===== src/rtl/wave_capture_pkg.sv =====
// Shared types and helpers for the multi-mode wave capture stage.
package wave_capture_pkg;

    typedef enum logic [1:0] {
        ARMED  = 2'd0,
        ACTIVE = 2'd1,
        WAIT   = 2'd2
    } state_e;

    localparam logic [1:0] TRIG_FREE    = 2'd0;
    localparam logic [1:0] TRIG_RISING  = 2'd1;
    localparam logic [1:0] TRIG_FALLING = 2'd2;
    localparam logic [1:0] TRIG_SLOPE   = 2'd3;

    // Two's complement MSB slice to offset binary: flip the top bit of the slice.
    function automatic logic [63:0] to_offset_binary(input logic [63:0] msbs,
                                                      input int unsigned width);
        logic [63:0] flip;
        flip = 64'd1 << (width - 32'd1);
        return msbs ^ flip;
    endfunction

endpackage


===== src/rtl/wave_trigger.sv =====
// Trigger generation: crossing detect, slope-matched target and ARMED timeout.
module wave_trigger
    import wave_capture_pkg::*;
#(
    parameter int SAMPLE_WIDTH = 16,
    parameter int TOL          = 20,
    parameter int TIMEOUT      = 4096
) (
    input  logic                    clk,
    input  logic                    reset,
    input  logic                    strobe_i,
    input  logic [SAMPLE_WIDTH-1:0] sample_i,
    input  logic [1:0]              mode_i,
    input  logic                    armed_i,
    input  logic                    notes_changed_i,
    output logic                    trig_o,
    output logic                    forced_o
);

    localparam int TO_W = (TIMEOUT > 2) ? $clog2(TIMEOUT) : 1;

    logic [SAMPLE_WIDTH-1:0] prev_q, prev_d;
    logic [SAMPLE_WIDTH-1:0] target_q, target_d;
    logic                    target_valid_q, target_valid_d;
    logic [TO_W-1:0]         to_cnt_q, to_cnt_d;
    logic [SAMPLE_WIDTH-1:0] diff_s, lo_s, hi_s;
    logic                    rising_s, falling_s, cond_s, timeout_hit_s;

    always_comb begin
        rising_s      = prev_q[SAMPLE_WIDTH-1] & ~sample_i[SAMPLE_WIDTH-1];
        falling_s     = ~prev_q[SAMPLE_WIDTH-1] & sample_i[SAMPLE_WIDTH-1];
        diff_s        = sample_i - prev_q;
        lo_s          = target_q - SAMPLE_WIDTH'(TOL);
        hi_s          = target_q + SAMPLE_WIDTH'(TOL);
        timeout_hit_s = (TIMEOUT != 0) && (to_cnt_q == TO_W'(TIMEOUT - 1));

        case (mode_i)
            TRIG_FREE:    cond_s = 1'b1;
            TRIG_RISING:  cond_s = rising_s;
            TRIG_FALLING: cond_s = falling_s;
            TRIG_SLOPE:   cond_s = rising_s && target_valid_q && (diff_s > lo_s) && (diff_s < hi_s);
            default:      cond_s = 1'b0;
        endcase

        trig_o   = strobe_i && armed_i && (cond_s || timeout_hit_s);
        forced_o = !cond_s && timeout_hit_s;

        prev_d         = strobe_i ? sample_i : prev_q;
        target_d       = target_q;
        target_valid_d = target_valid_q;
        if (notes_changed_i) begin
            target_valid_d = 1'b0;
        end else if (strobe_i && (mode_i == TRIG_SLOPE) && rising_s && !target_valid_q) begin
            // The latching crossing only learns the slope; it never fires.
            target_d       = diff_s;
            target_valid_d = 1'b1;
        end else begin
            target_valid_d = target_valid_q;
        end

        if (!armed_i || notes_changed_i) begin
            to_cnt_d = '0;
        end else if (strobe_i) begin
            to_cnt_d = to_cnt_q + TO_W'(1);
        end else begin
            to_cnt_d = to_cnt_q;
        end
    end

    always_ff @(posedge clk) begin
        if (reset) begin
            prev_q         <= '0;
            target_q       <= '0;
            target_valid_q <= 1'b0;
            to_cnt_q       <= '0;
        end else begin
            prev_q         <= prev_d;
            target_q       <= target_d;
            target_valid_q <= target_valid_d;
            to_cnt_q       <= to_cnt_d;
        end
    end

endmodule


===== src/rtl/wave_capture_multi.sv =====
// Captures one decimated offset-binary frame per trigger into the half of a
// ping-pong RAM that the display is not reading.
module wave_capture_multi
    import wave_capture_pkg::*;
#(
    parameter int SAMPLE_WIDTH = 16,
    parameter int OUT_WIDTH    = 8,
    parameter int DEPTH        = 640,
    parameter int ADDR_WIDTH   = 10,
    parameter int NOTES_WIDTH  = 56,
    parameter int TOL          = 20,
    parameter int DECIM_WIDTH  = 4,
    parameter int TIMEOUT      = 4096
) (
    input  logic                    clk,
    input  logic                    reset,
    input  logic                    new_sample_ready,
    input  logic [SAMPLE_WIDTH-1:0] new_sample_in,
    input  logic                    wave_display_idle,
    input  logic [NOTES_WIDTH-1:0]  to_display,
    input  logic [1:0]              trig_mode,
    input  logic [DECIM_WIDTH-1:0]  decim,
    output logic [ADDR_WIDTH:0]     write_address,
    output logic                    write_enable,
    output logic [OUT_WIDTH-1:0]    write_sample,
    output logic                    read_index,
    output logic                    trig_forced,
    output logic                    busy
);

    state_e                 state_q, state_d;
    logic                   read_index_q, read_index_d;
    logic [ADDR_WIDTH-1:0]  count_q, count_d;
    logic [DECIM_WIDTH-1:0] dcnt_q, dcnt_d;
    logic [DECIM_WIDTH-1:0] decim_q, decim_d;
    logic                   we_q, we_d;
    logic [ADDR_WIDTH:0]    wa_q, wa_d;
    logic [OUT_WIDTH-1:0]   ws_q, ws_d;
    logic                   forced_q, forced_d;
    logic [NOTES_WIDTH-1:0] notes_q;
    logic                   notes_changed_s, trig_s, trig_forced_s;
    logic [63:0]            ob_s;

    assign notes_changed_s = (to_display != notes_q);

    wave_trigger #(
        .SAMPLE_WIDTH (SAMPLE_WIDTH),
        .TOL          (TOL),
        .TIMEOUT      (TIMEOUT)
    ) u_trigger (
        .clk             (clk),
        .reset           (reset),
        .strobe_i        (new_sample_ready),
        .sample_i        (new_sample_in),
        .mode_i          (trig_mode),
        .armed_i         (state_q == ARMED),
        .notes_changed_i (notes_changed_s),
        .trig_o          (trig_s),
        .forced_o        (trig_forced_s)
    );

    always_comb begin
        ob_s = to_offset_binary(64'(new_sample_in[SAMPLE_WIDTH-1 -: OUT_WIDTH]), OUT_WIDTH);

        state_d      = state_q;
        read_index_d = read_index_q;
        count_d      = count_q;
        dcnt_d       = dcnt_q;
        decim_d      = decim_q;
        we_d         = 1'b0;
        wa_d         = wa_q;
        ws_d         = ws_q;
        forced_d     = forced_q;

        // A note change discards the partial frame and beats any trigger or completion.
        if (notes_changed_s) begin
            if (state_q == ACTIVE) begin
                state_d = ARMED;
            end else begin
                state_d = state_q;
            end
            count_d = '0;
            dcnt_d  = '0;
        end else begin
            case (state_q)
                ARMED: begin
                    if (trig_s) begin
                        state_d  = ACTIVE;
                        forced_d = trig_forced_s;
                        decim_d  = decim;
                        dcnt_d   = '0;
                        count_d  = '0;
                    end else begin
                        state_d = ARMED;
                    end
                end
                ACTIVE: begin
                    if (new_sample_ready) begin
                        if (dcnt_q == '0) begin
                            we_d = 1'b1;
                            wa_d = {~read_index_q, count_q};
                            ws_d = ob_s[OUT_WIDTH-1:0];
                            if (count_q == ADDR_WIDTH'(DEPTH - 1)) begin
                                state_d = WAIT;
                                count_d = '0;
                            end else begin
                                count_d = count_q + ADDR_WIDTH'(1);
                            end
                        end else begin
                            count_d = count_q;
                        end
                        dcnt_d = (dcnt_q == decim_q) ? '0 : dcnt_q + DECIM_WIDTH'(1);
                    end else begin
                        dcnt_d = dcnt_q;
                    end
                end
                WAIT: begin
                    if (wave_display_idle) begin
                        read_index_d = ~read_index_q;
                        state_d      = ARMED;
                    end else begin
                        state_d = WAIT;
                    end
                end
                default: begin
                    state_d = ARMED;
                end
            endcase
        end
    end

    always_ff @(posedge clk) begin
        if (reset) begin
            state_q      <= ARMED;
            read_index_q <= 1'b0;
            count_q      <= '0;
            dcnt_q       <= '0;
            decim_q      <= '0;
            we_q         <= 1'b0;
            wa_q         <= '0;
            ws_q         <= '0;
            forced_q     <= 1'b0;
            notes_q      <= '0;
        end else begin
            state_q      <= state_d;
            read_index_q <= read_index_d;
            count_q      <= count_d;
            dcnt_q       <= dcnt_d;
            decim_q      <= decim_d;
            we_q         <= we_d;
            wa_q         <= wa_d;
            ws_q         <= ws_d;
            forced_q     <= forced_d;
            notes_q      <= to_display;
        end
    end

    assign write_address = wa_q;
    assign write_enable  = we_q;
    assign write_sample  = ws_q;
    assign read_index    = read_index_q;
    assign trig_forced   = forced_q;
    assign busy          = (state_q != ARMED);

endmodule


===== config.mk =====
export PLATFORM = sky130hd
export DESIGN_NAME = wave_capture_multi
export DESIGN_NICKNAME = d
export VERILOG_FILES = /design/src/rtl/wave_capture_pkg.sv /design/src/rtl/wave_trigger.sv /design/src/rtl/wave_capture_multi.sv
export SDC_FILE = /design/constraint.sdc
export NUM_CORES = 1
export LEC_CHECK = 0
export CAP_MARGIN = 20
export CORE_MARGIN = 2
export CORE_UTILIZATION = 40
export CTS_CLUSTER_SIZE = 16
export DETAILED_ROUTE_END_ITERATION = 8
export SLEW_MARGIN = 10
export SYNTH_ARGS = -nofsm -noshare
export SYNTH_HDL_FRONTEND = slang
export SYNTH_HIERARCHICAL = 1
export SYNTH_SLANG_ARGS = --single-unit

===== constraint.sdc =====
create_clock -name clk -period 8 [get_ports clk]
set_clock_uncertainty 0.15 [all_clocks]
set_input_delay 0.8 -clock clk [delete_from_list [all_inputs] [get_ports clk]]
set_output_delay 0.8 -clock clk [all_outputs]
set_load 0.02 [all_outputs]

# After elaboration in Yosys (flattened, before gate mapping)
# Cells that the tools add are included.
[classes]
reduce_logical = 29
add_sub_neg = 6
bitwise_logic = 8
eq_ne = 16
mux = 19
n_lt_le_gt_ge = 2
[op_table]
columns = ["cell", "count"]
rows = [
  ["$ne A56 B56 Y1", 1],
  ["$mux W10", 4],
  ["$pmux W10 S2", 1],
  ["$add A16 B5 Y16 const B", 1],
  ["$gt A16 B16 Y1", 1],
  ["$lt A16 B16 Y1", 1],
  ["$sub A16 B16 Y16", 1],
  ["$sub A16 B5 Y16 const B", 1],
  ["$add A12 B1 Y12 const B", 1],
  ["$eq A12 B12 Y1 const B", 1],
  ["$mux W2", 6],
  ["$mux W4", 3],
  ["$reduce_and A4 Y1", 3],
  ["$add A10 B1 Y10 const B", 1],
  ["$eq A10 B10 Y1 const B", 1],
  ["$logic_and A1 B1 Y1", 9],
  ["$reduce_and A3 Y1", 3],
  ["$pmux W4 S2", 1],
  ["$eq A2 B2 Y1 const B", 3],
  ["$ne A2 B2 Y1 const B", 3],
  ["$ne A3 B1 Y1 const B", 2],
  ["$not A1 Y1", 6],
  ["$pmux W2 S3", 1],
  ["$add A4 B1 Y4 const B", 1],
  ["15 further kinds", 24],
]
[totals]
register_bits = 143

# Longest topological paths before layout
[depth]
word_depth = 11
depth_mapped = 25
depth_no_buf = 24

# Cells and area by module
# Netlist, hierarchy kept.
[modules_own_cells]
columns = ["module", "seq_area_each_um2", "cells_per_inst", "area_each_um2", "instances"]
rows = [
  ["wave_capture_multi", 1961.9, 450, 4354.2, 1],
  ["wave_trigger", 900.9, 460, 3637.2, 1],
]

# Least setup slack after synthesis
# OpenSTA, ideal clock, no wires.
[synth_timing]
path_type = "input -> register"
startpoint = "input port new_sample_in[0]"
endpoint = "register dcnt_q[2]"
setup_slack_ns = 2.125
arrival_time_ns = 5.639
stages = 23
setup_ns = 0.086
path_cell_list = "inv_1 ha_1 fa_1 nor2b_1 o211ai_1 a211oi_1 o221ai_1 a21oi_1 a31oi_1 xnor2_1 ha_1 nand4_1 or3_1 a21oi_1 o311ai_0 a211oi_1 a311oi_2 nor4_1 a211o_1 nor3b_2 nor2b_1 or4_1 a211oi_1"
[synth_between]
elab_chain_cells = 9
elab_cells_between_ends = 10
[synth_rtl]
columns = ["item", "line_no", "source"]
rows = [
  ["from (decl)", "wave_capture_multi.sv:18", "input logic [SAMPLE_WIDTH-1:0] new_sample_in,"],
  ["$sub A16 B16 Y16 (*)", "wave_trigger.sv:32", "diff_s = sample_i - prev_q;"],
  ["net u_trigger.diff_s[14]", "wave_trigger.sv:26", "logic [SAMPLE_WIDTH-1:0] diff_s, lo_s, hi_s;"],
  ["$gt A16 B16 Y1", "wave_trigger.sv:41", "TRIG_SLOPE: cond_s = rising_s && target_valid_q && (diff_s > lo_s) && (diff_s < hi_s);"],
  ["$logic_and A1 B1 Y1", "wave_trigger.sv:41", ""],
  ["$logic_and A1 B1 Y1 (*)", "wave_trigger.sv:41", ""],
  ["$pmux W1 S4 (*)", "wave_trigger.sv:37", "case (mode_i)"],
  ["$logic_or A1 B1 Y1 (*)", "wave_trigger.sv:45", "trig_o = strobe_i && armed_i && (cond_s || timeout_hit_s);"],
  ["$logic_and A1 B1 Y1 (*)", "wave_trigger.sv:45", ""],
  ["net trig_s", "wave_capture_multi.sv:41", "logic notes_changed_s, trig_s, trig_forced_s;"],
  ["$ne A2 B2 Y1 (no source line) (*)", "-", ""],
  ["$reduce_and A3 Y1 (no source line) (*)", "-", ""],
  ["to (signal assigned)", "wave_capture_multi.sv:148", "dcnt_q <= dcnt_d;"],
  ["to (decl)", "wave_capture_multi.sv:34", "logic [DECIM_WIDTH-1:0] dcnt_q, dcnt_d;"],
]
# Mark *: on every way through the listed nets, which the timed path passes. The rest lies on a longest branch.
# A chain may end at the register's enable or synchronous reset.

# Final worst setup path
# Same ends and word-level chain as after synthesis.

==> out/qor.yml <==
worst_setup_path:
  cp_common_cell: "a211oi_1"
  critPathKind: "in2reg"
  path_cells: "clkdlybuf4s50_1 -> inv_1 -> ha_1 -> fa_1 -> nor2b_1 -> o211ai_1 -> a211oi_1 -> o221ai_1 -> a21oi_1 -> a31oi_1 -> xnor2_1 -> ha_1 -> nand4_1 -> or3_1 -> a21oi_1 -> o311ai_0 -> a211oi_1 -> a311oi_2 -> nor4_1 -> a211o_1 -> nor3b_2 -> nor2b_1 -> or4_1 -> a211oi_1"
  crit_fanout: 6
  crit_path_top_delay_cell: "or4_1"
  cp_top_family: "compound AO/OA/AOI/OAI gates"
  startpoint_type: "input port"
  cp.buffers_inverters: 2
  end_kind: "flip-flop"
  critPathArrivalTime_ps: 6870
  required_ps: 8180
  cpPeakStageDelay_ps: 530
  r2r_slack_ps: 1890
sta:
  drv_slew: 0
  tightest_slew_ps: 733
  fmax_mhz: 149
  setup-violations-final: 0
  slew_headroom_pct: 50.7
  final.setup.tns_ps: 0
  rsz0062_at_grt: "false"
  hold_violations: 0
  final.period_utilization_pct: 83.7
  finalCriticalPeriod_ps: 6690
  setup_ws_ps: 1310
global_route:
  grt_pass1_wl_mm: 31.4
  use_met2_pct: 31.1
  grt_pass1_vias: 6410
  grt_util_met3_pct: 4.86
  grt_use_total_pct: 18.2
  use_met1_pct: 22.4
  grt_max_degree: 63
  antenna_found_initial: 0
  busiest_layer: "met2"
  overflow: 0
clocking:
  clockRootBuffer: "clkbuf_16"
  cts_hold_buf: 0
  insertion_delay_ps: 420
  post_cts_resized: 0
  cts_tree: "done"
  cts_setup_buffers: 0
  cts_inserted_buffers: 17
  cts_sinks: 143
  cts_buffer_depth: 2
  cts_max_level: 4
  path_clk_slew_ps: 60
logic_synthesis:
  yosysTopAreaCellShare_pct: 35.8
  synth-seq-cells: 143
  synthTopCellsByArea: "dfxtp_1 36%, xnor2_1 8.3%, ha_1 7.8%, mux2i_1 5.4%, nor2b_1 5.2%"
  syn_inst: 910
  synth.avg_cell_area_um2: 8.78
  synth_warnings: 6
  syn-num-nets: 1043
  synthDistinctLibCells: 66
  synth_area_leader_cell: "dfxtp_1"
  synthArstFlopShare_pct: 0
  syn_area_um2: 7990
  synth_edf_count: 0
  synth_ff_type: "dfxtp_1"
  synth_seq_area_share_pct: 35.8
cells_and_area:
  syn_to_final_growth_pct: 23.5
  final_cell_mix: "143 x dfxtp_1, 106 x nand2_1, 103 x clkdlybuf4s50_1"
  diodes: 0
  final.fill_count: 1883
  layoutNonFillerInstCount: 1275
  final_common_cell: "dfxtp_1"
  final_nets: 1130
  drive_above_1_share_pct: 5.45
detailed_routing:
  dr.pass1.iters: 5
  via_count: 6446
  drtIter0Drc: 340
  drtAntennaViolNets: 0
  wl_per_cell_um: 14.6
  wl_mm: 18.6
  vias_per_cell: 5.06
  drc: 0
place:
  place_ws_ps: 926
  hpwl_mm: 13.7
  placed_cells: 1243
  portBuffers: 104
  routabilityCongestion: 0.808
die:
  io_pins: 105
  die_x_um: 145
  start_util_pct: 40.9
  row_count: 51
  die_area_um2: 21100
  coreArea_um2: 19500
  die_y_um: 145
power_and_ir_drop:
  p_leak_nw: 3.64
  p_per_area_nw_per_um2: 194
  irDropWorstVdd_v: 0.000132
run_status:
  status: "finished, final reports clean"
min_path:
  hp-class: "reg2reg"
job:
  drv_cap: 0
power breakdown:
part / leakage (nW) / internal (mW) / switching, mW
Clock: 0.325 / 0.578 / 0.329
Combinational: 2.14 / 0.129 / 0.141
Sequential: 1.17 / 0.732 / 0.00870
Total: 3.64 / 1.44 / 0.478
metrics by stage:
step	hold slack [ps]	area [um2]	total power, mW	utilization, %
floorplan	296	7990	0.935	-
global placement	295	9200	1.03	47.1
detailed placement	302	9200	1.03	47.1
CTS	311	9870	1.94	50.6
global route	329	9870	2.01	50.6
finish	308	9870	1.92	50.6
synthesized netlist by cell type (all sizes together) (2+ instances only):
cell	number
a211o	2
a211oi	14
a21o	3
a21oi	35
a311oi	2
a31oi	4
and2	2
and3	7
and4	4
buf	12
clkbuf	29
dfxtp	143
ha	50
inv	35
mux2i	43
nand2	106
nand2b	7
nand3	12
nand3b	4
nand4	42
nand4b	2
nor2	64
nor2b	68
nor3	24
nor3b	5
nor4	16
nor4b	2
o2111ai	2
o211ai	4
o21a	8
o21ai	24
o31a	3
or2	3
or3	4
or4	2
xnor2	76
xor2	32
tightest hold or removal path, delay by kind of cell, from the launching register on:
kind | cells | cell delay, ps
flip-flops | 1 | 310
AND/OR/NAND/NOR | 1 | 50
multiplexers | 1 | 50
metal layers:
metal / part of all wire (%) / vias to the layer above
met3: 4.3 / 12
met2: 49 / 97
met1: 46 / 3010
li1: - / 3327
met5: 0 / -
met4: 0.94 / 0
sequential cells by signal, summed over array words and instances (netlist names):
signal                    cells
count_q                      10
dcnt_q                        4
decim_q                       4
notes_q                      56
read_index                    1
state_q                       2
trig_forced                   1
u_trigger/prev_q             16
u_trigger/target_q           16
u_trigger/target_valid_q      1
u_trigger/to_cnt_q           12
write_address                11
write_enable                  1
write_sample                  8
final timing paths:
kind	start	end	cells past startpoint
worst max register to register	u_trigger/prev_q[1]	dcnt_q[2]	22
worst max-delay path	new_sample_in[0]	dcnt_q[2]	24
worst min register to register	write_address[9]	write_address[9]	2
worst min-delay path	write_address[9]	write_address[9]	2
logic make-up (layout without fill, tap and decap cells):
kind of cell / after synthesis / count (layout) / synth area share [%]
adders and majority gates: 52 / 52 / 8.20
xor gates and xnor gates: 108 / 108 / 11.8
buffers and inverters: 76 / 176 / 4.24
and+or+nand+nor: 376 / 376 / 25.3
muxes: 44 / 44 / 5.57
DFF: 143 / 143 / 35.8
AOI/OAI and AO/OA: 111 / 111 / 9.07
final cells by class:
class,count,area [um2],area share (%)
clock inverters,13,223,2.26
flip-flops and latches,143,2860,29.0
multi-input cells,691,4790,48.6
inverters,35,131,1.33
well taps,265,332,3.36
clock buffers,19,453,4.59
repair buffers,109,1080,10.9
Power figures use the tool's default switching activity.
